$ cat src/rtl/phy_pkg.sv
// Constants and state encoding shared by the serial transmitter and receiver.
package phy_pkg;

    localparam logic [7:0] COMMA_BC        = 8'hBC;
    localparam int         SYNC_COMMAS_DEF = 4;

    typedef enum logic [1:0] {
        IDLE = 2'd0,
        SYNC = 2'd1,
        RUN  = 2'd2
    } tx_state_t;

endpackage

$ cat src/rtl/paralelo_serial_tx.sv
// Byte-to-serial transmitter: MSB-first, one bit per clk_32f, comma-filled idle slots.
module paralelo_serial_tx
    import phy_pkg::*;
#(
    parameter logic [7:0] COMMA       = COMMA_BC,
    parameter int         SYNC_COMMAS = SYNC_COMMAS_DEF,
    parameter int         CNT_W       = 3
) (
    input  logic       clk_32f,
    input  logic       reset,
    input  logic       tx_enable,
    input  logic [7:0] data_in,
    input  logic       valid_in,
    output logic       ready_out,
    output logic       data_out,
    output logic       active_out
);

    localparam logic [CNT_W-1:0] SYNC_TARGET = CNT_W'(SYNC_COMMAS);
    localparam logic [CNT_W-1:0] CNT_ONE     = CNT_W'(1);

    tx_state_t        state;
    tx_state_t        next_state;
    logic [2:0]       bit_cnt;
    logic [CNT_W-1:0] sync_cnt;
    logic [7:0]       shift_reg;
    logic [7:0]       next_byte;
    logic             load;

    // Slot boundaries are the only points where the FSM may change state or pick a new byte.
    always_comb begin
        next_state = state;
        next_byte  = COMMA;
        load       = 1'b0;
        case (state)
            IDLE: begin
                if (tx_enable) begin
                    next_state = SYNC;
                    load       = 1'b1;
                end
            end
            SYNC: begin
                if (bit_cnt == 3'd7) begin
                    if (!tx_enable) begin
                        next_state = IDLE;
                    end else begin
                        load = 1'b1;
                        if (sync_cnt == SYNC_TARGET) begin
                            next_state = RUN;
                        end
                    end
                end
            end
            RUN: begin
                if (bit_cnt == 3'd7) begin
                    if (!tx_enable) begin
                        next_state = IDLE;
                    end else begin
                        load = 1'b1;
                        if (valid_in) begin
                            next_byte = data_in;
                        end
                    end
                end
            end
            default: next_state = IDLE;
        endcase
    end

    assign ready_out = (state == RUN) && (bit_cnt == 3'd7);

    always_ff @(posedge clk_32f) begin
        if (reset) begin
            state      <= IDLE;
            bit_cnt    <= 3'd7;
            sync_cnt   <= '0;
            shift_reg  <= '0;
            data_out   <= 1'b0;
            active_out <= 1'b0;
        end else begin
            state <= next_state;

            if (load) begin
                shift_reg <= next_byte;
                data_out  <= next_byte[7];
                bit_cnt   <= 3'd0;
            end else if (next_state == IDLE) begin
                data_out <= 1'b0;
                bit_cnt  <= 3'd7;
            end else begin
                data_out <= shift_reg[3'd6 - bit_cnt];
                bit_cnt  <= bit_cnt + 3'd1;
            end

            // The enable edge counts as the first sync comma.
            if (next_state == IDLE) begin
                sync_cnt   <= '0;
                active_out <= 1'b0;
            end else if (load && next_state == SYNC) begin
                sync_cnt <= sync_cnt + CNT_ONE;
            end

            if (state == SYNC && next_state == RUN) begin
                active_out <= 1'b1;
            end
        end
    end

endmodule

$ cat config.mk
export PLATFORM = sky130hd
export DESIGN_NAME = paralelo_serial_tx
export DESIGN_NICKNAME = d
export VERILOG_FILES = /design/src/rtl/phy_pkg.sv /design/src/rtl/paralelo_serial_tx.sv
export SDC_FILE = /design/constraint.sdc
export NUM_CORES = 1
export LEC_CHECK = 0
export BUFFER_PORTS_ARGS = -buffer_cell sky130_fd_sc_hd__buf_2
export CORE_MARGIN = 8
export CORE_UTILIZATION = 52
export CTS_BUF_LIST = sky130_fd_sc_hd__clkbuf_8
export DETAILED_ROUTE_END_ITERATION = 6
export PLACE_DENSITY = 0.81
export SKIP_CTS_REPAIR_TIMING = 1
export SYNTH_ARGS = -nofsm -noshare
export SYNTH_HDL_FRONTEND = slang
export SYNTH_SLANG_ARGS = --single-unit
$ cat constraint.sdc
create_clock -name clk_32f -period 2.1 [get_ports clk_32f]
set_input_delay 0.42 -clock clk_32f [delete_from_list [all_inputs] [get_ports clk_32f]]
set_output_delay 0.42 -clock clk_32f [all_outputs]
set_load 0.05 [all_outputs]
[Word level (Yosys, flattened, before mapping)]
Cells that the tools add are included.
Word-level totals
  register bits: 18
  logic and storage cells: 46
Cells by class
  add/sub/neg operators: 3
  magnitude comparators: 1
  equal/unequal tests: 6
  mux-type cells: 22
  reductions and logical operators: 8
Operators by type and width (number)
  8-bit 2-to-1 mux: 4
  2-bit 2-to-1 mux: 6
  1-bit 2-to-1 mux: 7
  3-bit by 1-bit adder with 3-bit output (second input constant): 2
  3-bit == test (second input constant): 2
  3-bit 2-to-1 mux: 2
  2-bit one-hot mux with 3 select lines: 1
  2-bit by 1-bit == test with 1-bit output (second input constant): 2
  2-bit == test (second input constant): 2
  2-bit zero test: 2
  3-bit by 4-bit less-than comparator with 1-bit output (second input constant): 1
  2-bit OR reduction: 2
  1-bit binary-select mux with 3-bit select: 1
  1-bit logical AND: 3
  3-bit subtractor (first input constant): 1
  1-bit one-hot mux with 2 select lines: 1
  2-bit nonzero test: 1

[Depth between registers and ports, before layout]
Gate-level depths: netlist of the first run.
  depth after elaboration: 8
  mapped depth: 7
  gate-level depth less buffers: 7

[Worst setup path before layout of the first run]
Ideal clock, no wire load.
  path type: flip-flop to flip-flop
  start: reg bit_cnt[0]
  end: reg sync_cnt[2]
  arrival time: 1898 ps
  path slack: 127 ps
  cell stages (with the launch flop): 8
  path buffers: 0
  clock period less this slack: 1973 ps
  cells stage by stage: dfxtp_1 -> ha_1 -> ha_1 -> nor2b_1 -> nand4b_1 -> o21a_1 -> or4_1 -> a31oi_1
Between the ends
  word-level cells in the longest chain between the ends: 5
RTL lines
  start, declared: line paralelo_serial_tx.sv:24  | logic [2:0] bit_cnt;
  start signal, assigned: line paralelo_serial_tx.sv:92  | bit_cnt <= bit_cnt + 3'd1;
  3-bit == test (*): line paralelo_serial_tx.sv:43, paralelo_serial_tx.sv:55
  2-bit 2-to-1 mux (on tied branches): line paralelo_serial_tx.sv:55, paralelo_serial_tx.sv:43
  2-bit one-hot mux with 3 select lines: line paralelo_serial_tx.sv:35  | case (state)
  2-bit by 1-bit == test with 1-bit output or 2-bit zero test (tied branches): line paralelo_serial_tx.sv:99, paralelo_serial_tx.sv:96
  1-bit logical AND or 2-bit OR reduction (tied branches)
  end signal, assigned: line paralelo_serial_tx.sv:100  | sync_cnt <= sync_cnt + CNT_ONE;
  end, declared: line paralelo_serial_tx.sv:25  | logic [CNT_W-1:0] sync_cnt;
Every way passes the cells marked *; elsewhere a longest branch is shown, timed or not.
A chain may end at the register's enable or synchronous reset.

[Worst setup path after layout of the first run]
  start: reg state[1]
  end: reg sync_cnt[2]
Between the ends
  word-level cells in the longest chain between the ends: 6
RTL lines
  start, declared: line paralelo_serial_tx.sv:22  | tx_state_t state;
  start signal, assigned: line paralelo_serial_tx.sv:81  | state <= next_state;
  2-bit 2-to-1 mux: line paralelo_serial_tx.sv:48  | if (sync_cnt == SYNC_TARGET) begin
  2-bit 2-to-1 mux: line paralelo_serial_tx.sv:44  | if (!tx_enable) begin
  2-bit 2-to-1 mux: line paralelo_serial_tx.sv:43  | if (bit_cnt == 3'd7) begin
  2-bit one-hot mux with 3 select lines: line paralelo_serial_tx.sv:35
  2-bit by 1-bit == test with 1-bit output or 2-bit zero test (tied branches): line paralelo_serial_tx.sv:99, paralelo_serial_tx.sv:96
  1-bit logical AND or 2-bit OR reduction (tied branches)
Several ways; a longest one is shown, not always the timed one.

==> results of run 1 <==
-- routing by layer --
| metal | vias up | share of wire [%] | track usage, % |
|---|---|---|---|
| li1 | 441 | - | - |
| met1 | 425 | 48 | 16.34 |
| met2 | 28 | 46 | 20.03 |
| met3 | 5 | 3.5 | 2.820 |
| met4 | 0 | 2.1 | 7.167 |
| met5 | - | 0 | 0 |
-- cells by family (layout without fill, tap and decap cells) --
group                      after synthesis  after routing
buffers and inverters                    9             27
and+or+nand+nor                         52             52
muxes                                    3              3
adders and majority gates                9              9
xor gates and xnor gates                 1              1
AOI/OAI and AO/OA                       21             21
DFF                                     18             18
-- metrics by stage --
stage | area [sq um] | setup slack (ns) | std cells
6_report | 1167 | 0.05088 | 156
5_1_grt | 1167 | -0.02522 | 156
4_1_cts | 1135 | 0.001216 | 155
3_5_place_dp | 1080 | 0.02854 | 151
3_3_place_gp | 1080 | 0.1417 | 151
2_1_floorplan | 972.2 | 0.1275 | 113
-- power by group through the flow --
stage | clock [mW] | combinational [mW] | sequential (mW)
floorplan | 0 | 0.130 | 0.396
global placement | 0 | 0.184 | 0.386
detailed placement | 0 | 0.188 | 0.388
CTS | 0.288 | 0.190 | 0.380
global route | 0.301 | 0.228 | 0.385
finish | 0.285 | 0.203 | 0.381
-- final timing paths --
check / start / endpoint / slack [ns] / depth (start not counted)
worst max-delay path: state[1] / sync_cnt[2] / 0.05 / 7
worst min register to register: shift_reg[6] / shift_reg[6] / 0.46 / 2
worst min-delay path: data_in[1] / shift_reg[1] / 0.42 / 3
worst max register to register: state[1] / sync_cnt[2] / 0.05 / 7
-- area by class of cell --
class / instances / area, sq um
clock buffers: 4 / 55.05
multi-input cells: 86 / 600.6
repair buffers: 18 / 100.1
fillers: 138 / 578.1
flip-flops and latches: 18 / 361.6
inverters: 5 / 18.77
well taps: 25 / 31.28
-- Yosys cell counts, drive strengths merged --
cell type | instances | share of area [%]
nand3b | 1 | 0.77
nand2b | 1 | 0.64
nand3 | 8 | 4.1
mux4 | 2 | 4.6
and3 | 2 | 1.3
dfxtp | 18 | 37
a2bb2oi | 1 | 1.5
nor2b | 1 | 0.64
nand4b | 2 | 1.8
or3 | 1 | 1.2
nor3b | 1 | 0.77
clkbuf | 3 | 1.2
nand2 | 9 | 3.5
a31oi | 4 | 2.6
nor3 | 11 | 5.7
and2 | 1 | 0.64
ha | 9 | 12
o21a | 1 | 0.77
or4 | 2 | 1.5
xnor2 | 1 | 0.90
mux2i | 1 | 1.0
or2 | 3 | 1.9
buf | 1 | 0.51
nor2 | 9 | 3.5
inv | 5 | 1.9
a21o | 1 | 0.77
a21oi | 11 | 5.7
o221ai | 1 | 0.90
o21ai | 2 | 1.0
-- worst max-delay path, delay by kind of cell, from the launching register on --
family	cells	cell delay (ns)
AO/OA/AOI/OAI	2	0.45
adder cells (fa/ha/maj)	1	0.23
buffers and inverters	1	0.07
flip-flops	1	0.36
AND/OR/NAND/NOR	3	0.87
==> metrics, run 1 <==
Worst-path clk slew 0.07 ns; status completed; routed vias 899; DRC Markers 0; commonest non-fill, non-tap cells in the layout dfxtp_1, buf_2, a21oi_1, nor3_1; P_sw 0.2410 mW; layout cells sized above 1 26.72%; GPL Wtd Cong 0.8785; Worst slew margin 67.28%; IR drop worst, VDD 532.2 uV; Vert. Die Dim 59.24 um; Final Hold Viols 0; Port Buffers 14; critical path capture point type register; CTS tree yes; Cell Area, Synth 972.2 sq um; switch share 27.73%; die area 3509 sq um; Startpoint Class register; Synth Area in XOR/XNOR 0.9009%; YS warnings 0; internal cell power 0.6280 mW; Final ANT Viol Nets 0; HPWL reported at the end of detailed placement 1554 um; kind of critical path register to register; Final Skew 0.001116 ns; Core Region 1745 sq um; CP max-delay cell or4_1; complex-gate fraction of the synthesized area 13.26%; Power, Total 0.8690 mW; max-cap violation count 0; CTS H-tree depth 1; Worst Path Required 2.28 ns; vias in the first global route 843; clk_lat worst skew 0.26 ns; antenna diode instance count 0; GRT overflow 0; vias per cell 5.763; Initial Util 55.70%; Max stage delay on crit path 0.50 ns; syn nets 134; Worst Hold Slack 0.4159 ns; first-pass GRT wire length 3581 um; Clock Path Buffers 2; I/O Pins 15; Slew @ Worst Pin 0.4856 ns; GR Util All Layers 13.05%; Routed WL per cell 13.74 um; Area Growth Syn to Fin 20.08%; min Tclk post-route 2.049 ns; Max Transition Viols Final 0; CP arrival 2.23 ns; adder-cell share of the synthesized area 11.58%; TritonCTS Buffers 3; Setup Viol. Count Final 0; root buffer cell clkbuf_8; Logic pwr share 23.4%; PwrDens 744.4 nW/um^2; crit-path cells inv_1 -> ha_1 -> and3_1 -> a31oi_2 -> nor2_1 -> or4_1 -> a31oi_1; Worst Path Max Fanout 6; sequential power share 43.9%; final net count 153; clock tree sinks 18; clock network power share 32.7%; largest family of logic cells by synthesized area simple AND/OR/NAND/NOR gates; initial antenna violation count 0; commonest non-fill, non-tap cell in the layout dfxtp_1; row count 15; Initial DRC Count 22; Post-Syn Instances 113; Post-Synth Simple-Gate Area 27.93%; First-pass DRT Iterations 4; FF+latch count, synth 18; Seq/Total Area, Yosys 37.07%; largest net degree at the start of global routing 14; Yosys cell types 30; Period Utilization, post-route 97.58%; Util after Layout 66.88%; total leakage power 0.4645 nW; Setup TNS 0 ns; Min-Delay Path Class input pin to register; die width 59.24 um; fmax 488.0 MHz; final wirelength 2143 um; Syn Area/Cell 8.603 sq um; max reg flops 8; multiplexer share of the synthesized area 5.663%
Power figures use the tool's default switching activity.
==> run 2: changes to the inputs <==
--- a/config.mk
+++ b/config.mk
@@ -11,6 +11,7 @@
 export CTS_BUF_LIST = sky130_fd_sc_hd__clkbuf_8
 export DETAILED_ROUTE_END_ITERATION = 6
 export PLACE_DENSITY = 0.81
+export REMOVE_ABC_BUFFERS = 1
 export SKIP_CTS_REPAIR_TIMING = 1
 export SYNTH_ARGS = -nofsm -noshare
 export SYNTH_HDL_FRONTEND = slang
==> metrics, run 2 (synthesized netlist as in run 1, its figures left out) <==
status completed; Vert. Die Dim 59.24 um (unchanged); vias in the first global route 901 (+6.9%); TritonCTS Buffers 3 (unchanged); Max Transition Viols Final 0 (unchanged); PwrDens 748.7 nW/um^2 (+0.58%); DP Cell Count 151 (unchanged); CP arrival 2.18 ns (-0.05 ns); GPL Wtd Cong 0.9254 (+5.3%); Slew @ Worst Pin 0.5008 ns (+0.01513 ns); GRT overflow 0 (unchanged); commonest non-fill, non-tap cells in the layout dfxtp_1, buf_2, a21oi_1, nor3_1; max reg flops 8 (unchanged); First-pass DRT Iterations 4 (unchanged); Period Utilization, post-route 95.15% (-2.4 points); final wirelength 2322 um (+8.4%); post-route insts no fill 156 (unchanged); Setup Viol. Count Final 0 (unchanged); IR drop worst, VDD 509.2 uV (-4.3%); layout cells sized above 1 25.95% (-0.76 points); kind of critical path register to register; Initial DRC Count 23 (+4.5%); Worst slew margin 66.26% (-1.0 points); initial antenna violation count 0 (unchanged); I/O Pins 15 (unchanged); Routed WL per cell 14.88 um (+8.4%); total leakage power 0.4644 nW (about the same); CTS tree yes; Worst Path Max Fanout 6 (unchanged); DRC Markers 0 (unchanged); Final Skew 0.002915 ns (+0.001799 ns); fmax 500.5 MHz (+2.6%); Final Hold Viols 0 (unchanged); clock tree sinks 18 (unchanged); row count 15 (unchanged); max-cap violation count 0 (unchanged); Final ANT Viol Nets 0 (unchanged); largest net degree at the start of global routing 14 (unchanged); reg2reg setup slack 0.10 ns (+0.05 ns); Worst Path Required 2.29 ns (about the same); routed vias 894 (-0.56%); final net count 153 (unchanged); Clock Path Buffers 2 (unchanged); Core Region 1745 sq um (unchanged); first-pass GRT wire length 3926 um (+9.6%); FILL cells 152 (+10%); Port Buffers 14 (unchanged); Placement Cell Area 1080 sq um (unchanged); Area Growth Syn to Fin 19.82%; vias per cell 5.731 (-0.56%); GR Util All Layers 14.37% (+1.3 points); die width 59.24 um (unchanged); commonest non-fill, non-tap cell in the layout dfxtp_1; antenna diode instance count 0 (unchanged); die area 3509 sq um (unchanged); root buffer cell clkbuf_8; CTS H-tree depth 1 (unchanged); Worst-path clk slew 0.07 ns (about the same); HPWL reported at the end of detailed placement 1633 um (+5.1%); Initial Util 55.70% (unchanged); Min-Delay Path Class input pin to register; critical path capture point type register; min Tclk post-route 1.998 ns (-0.05102 ns); Startpoint Class register; clk_lat worst skew 0.25 ns (about the same); post-route cell area 1165 sq um (-0.21%)
## run 2: cell counts in the layout (fill, tap and decap cells not counted)
Identical to the previous run, type by type.
## run 2: critical path, stage by stage (launching register included)
cell	delay (ns)
dfxtp_2	0.37
inv_1	0.07
ha_1	0.23
and3_1	0.21
a31oi_2	0.26
nor2_1	0.16
or4_1	0.48
a31oi_1	0.16
## run 2: per-layer routing
metal / part of all wire [%] / global-route usage [%] / vias to the layer above
li1: - / - / 437
met1: 47 / 17.18 / 419
met2: 47 / 23.11 / 34
met3: 5.3 / 4.121 / 4
met4: 1.3 / 6.143 / 0
met5: 0 / 0 / -
## run 2: path summary, 6_finish.rpt
kind / startpoint / to / cells past startpoint
max: state[1] / sync_cnt[2] / 7
min: data_in[1] / shift_reg[1] / 3
max reg2reg: state[1] / sync_cnt[2] / 7
min reg2reg: shift_reg[1] / shift_reg[1] / 2
## run 2: power by group
| group | switching, mW | leakage, nW | internal (mW) |
|---|---|---|---|
| registers | 0.0169 | 0.149 | 0.365 |
| clock network | 0.114 | 0.0288 | 0.167 |
| logic | 0.112 | 0.287 | 0.0987 |
## run 2: area by class of cell
cell class                      instances  area (sq um)  share of cell area [%]
Timing Repair Buffer                   18         100.1                   8.593
Multi-Input combinational cell         86         598.1                   51.34
Tap cell                               25         31.28                   2.685
Sequential cell                        18         361.6                   31.04
Inverter                                5         18.77                   1.611
Clock buffer                            4         55.05                   4.726
## run 2: stage by stage
| stage | total power, mW | setup slack [ns] | utilization [%] | hold slack [ns] | setup TNS (ns) |
|---|---|---|---|---|---|
| final | 0.8722 | 0.1019 | 66.74 | 0.4169 | 0 |
| after global routing | 0.9137 | -0.05029 | 66.74 | 0.4270 | -0.06084 |
| after CTS | 0.8551 | 0.05763 | 65.02 | 0.4243 | 0 |
| after detailed placement | 0.5790 | 0.07482 | 61.86 | 0.4451 | 0 |
| after global placement | 0.5695 | 0.1491 | 61.86 | 0.4458 | 0 |
| after floorplan | 0.5214 | -0.2244 | - | 0.4226 | -0.2244 |
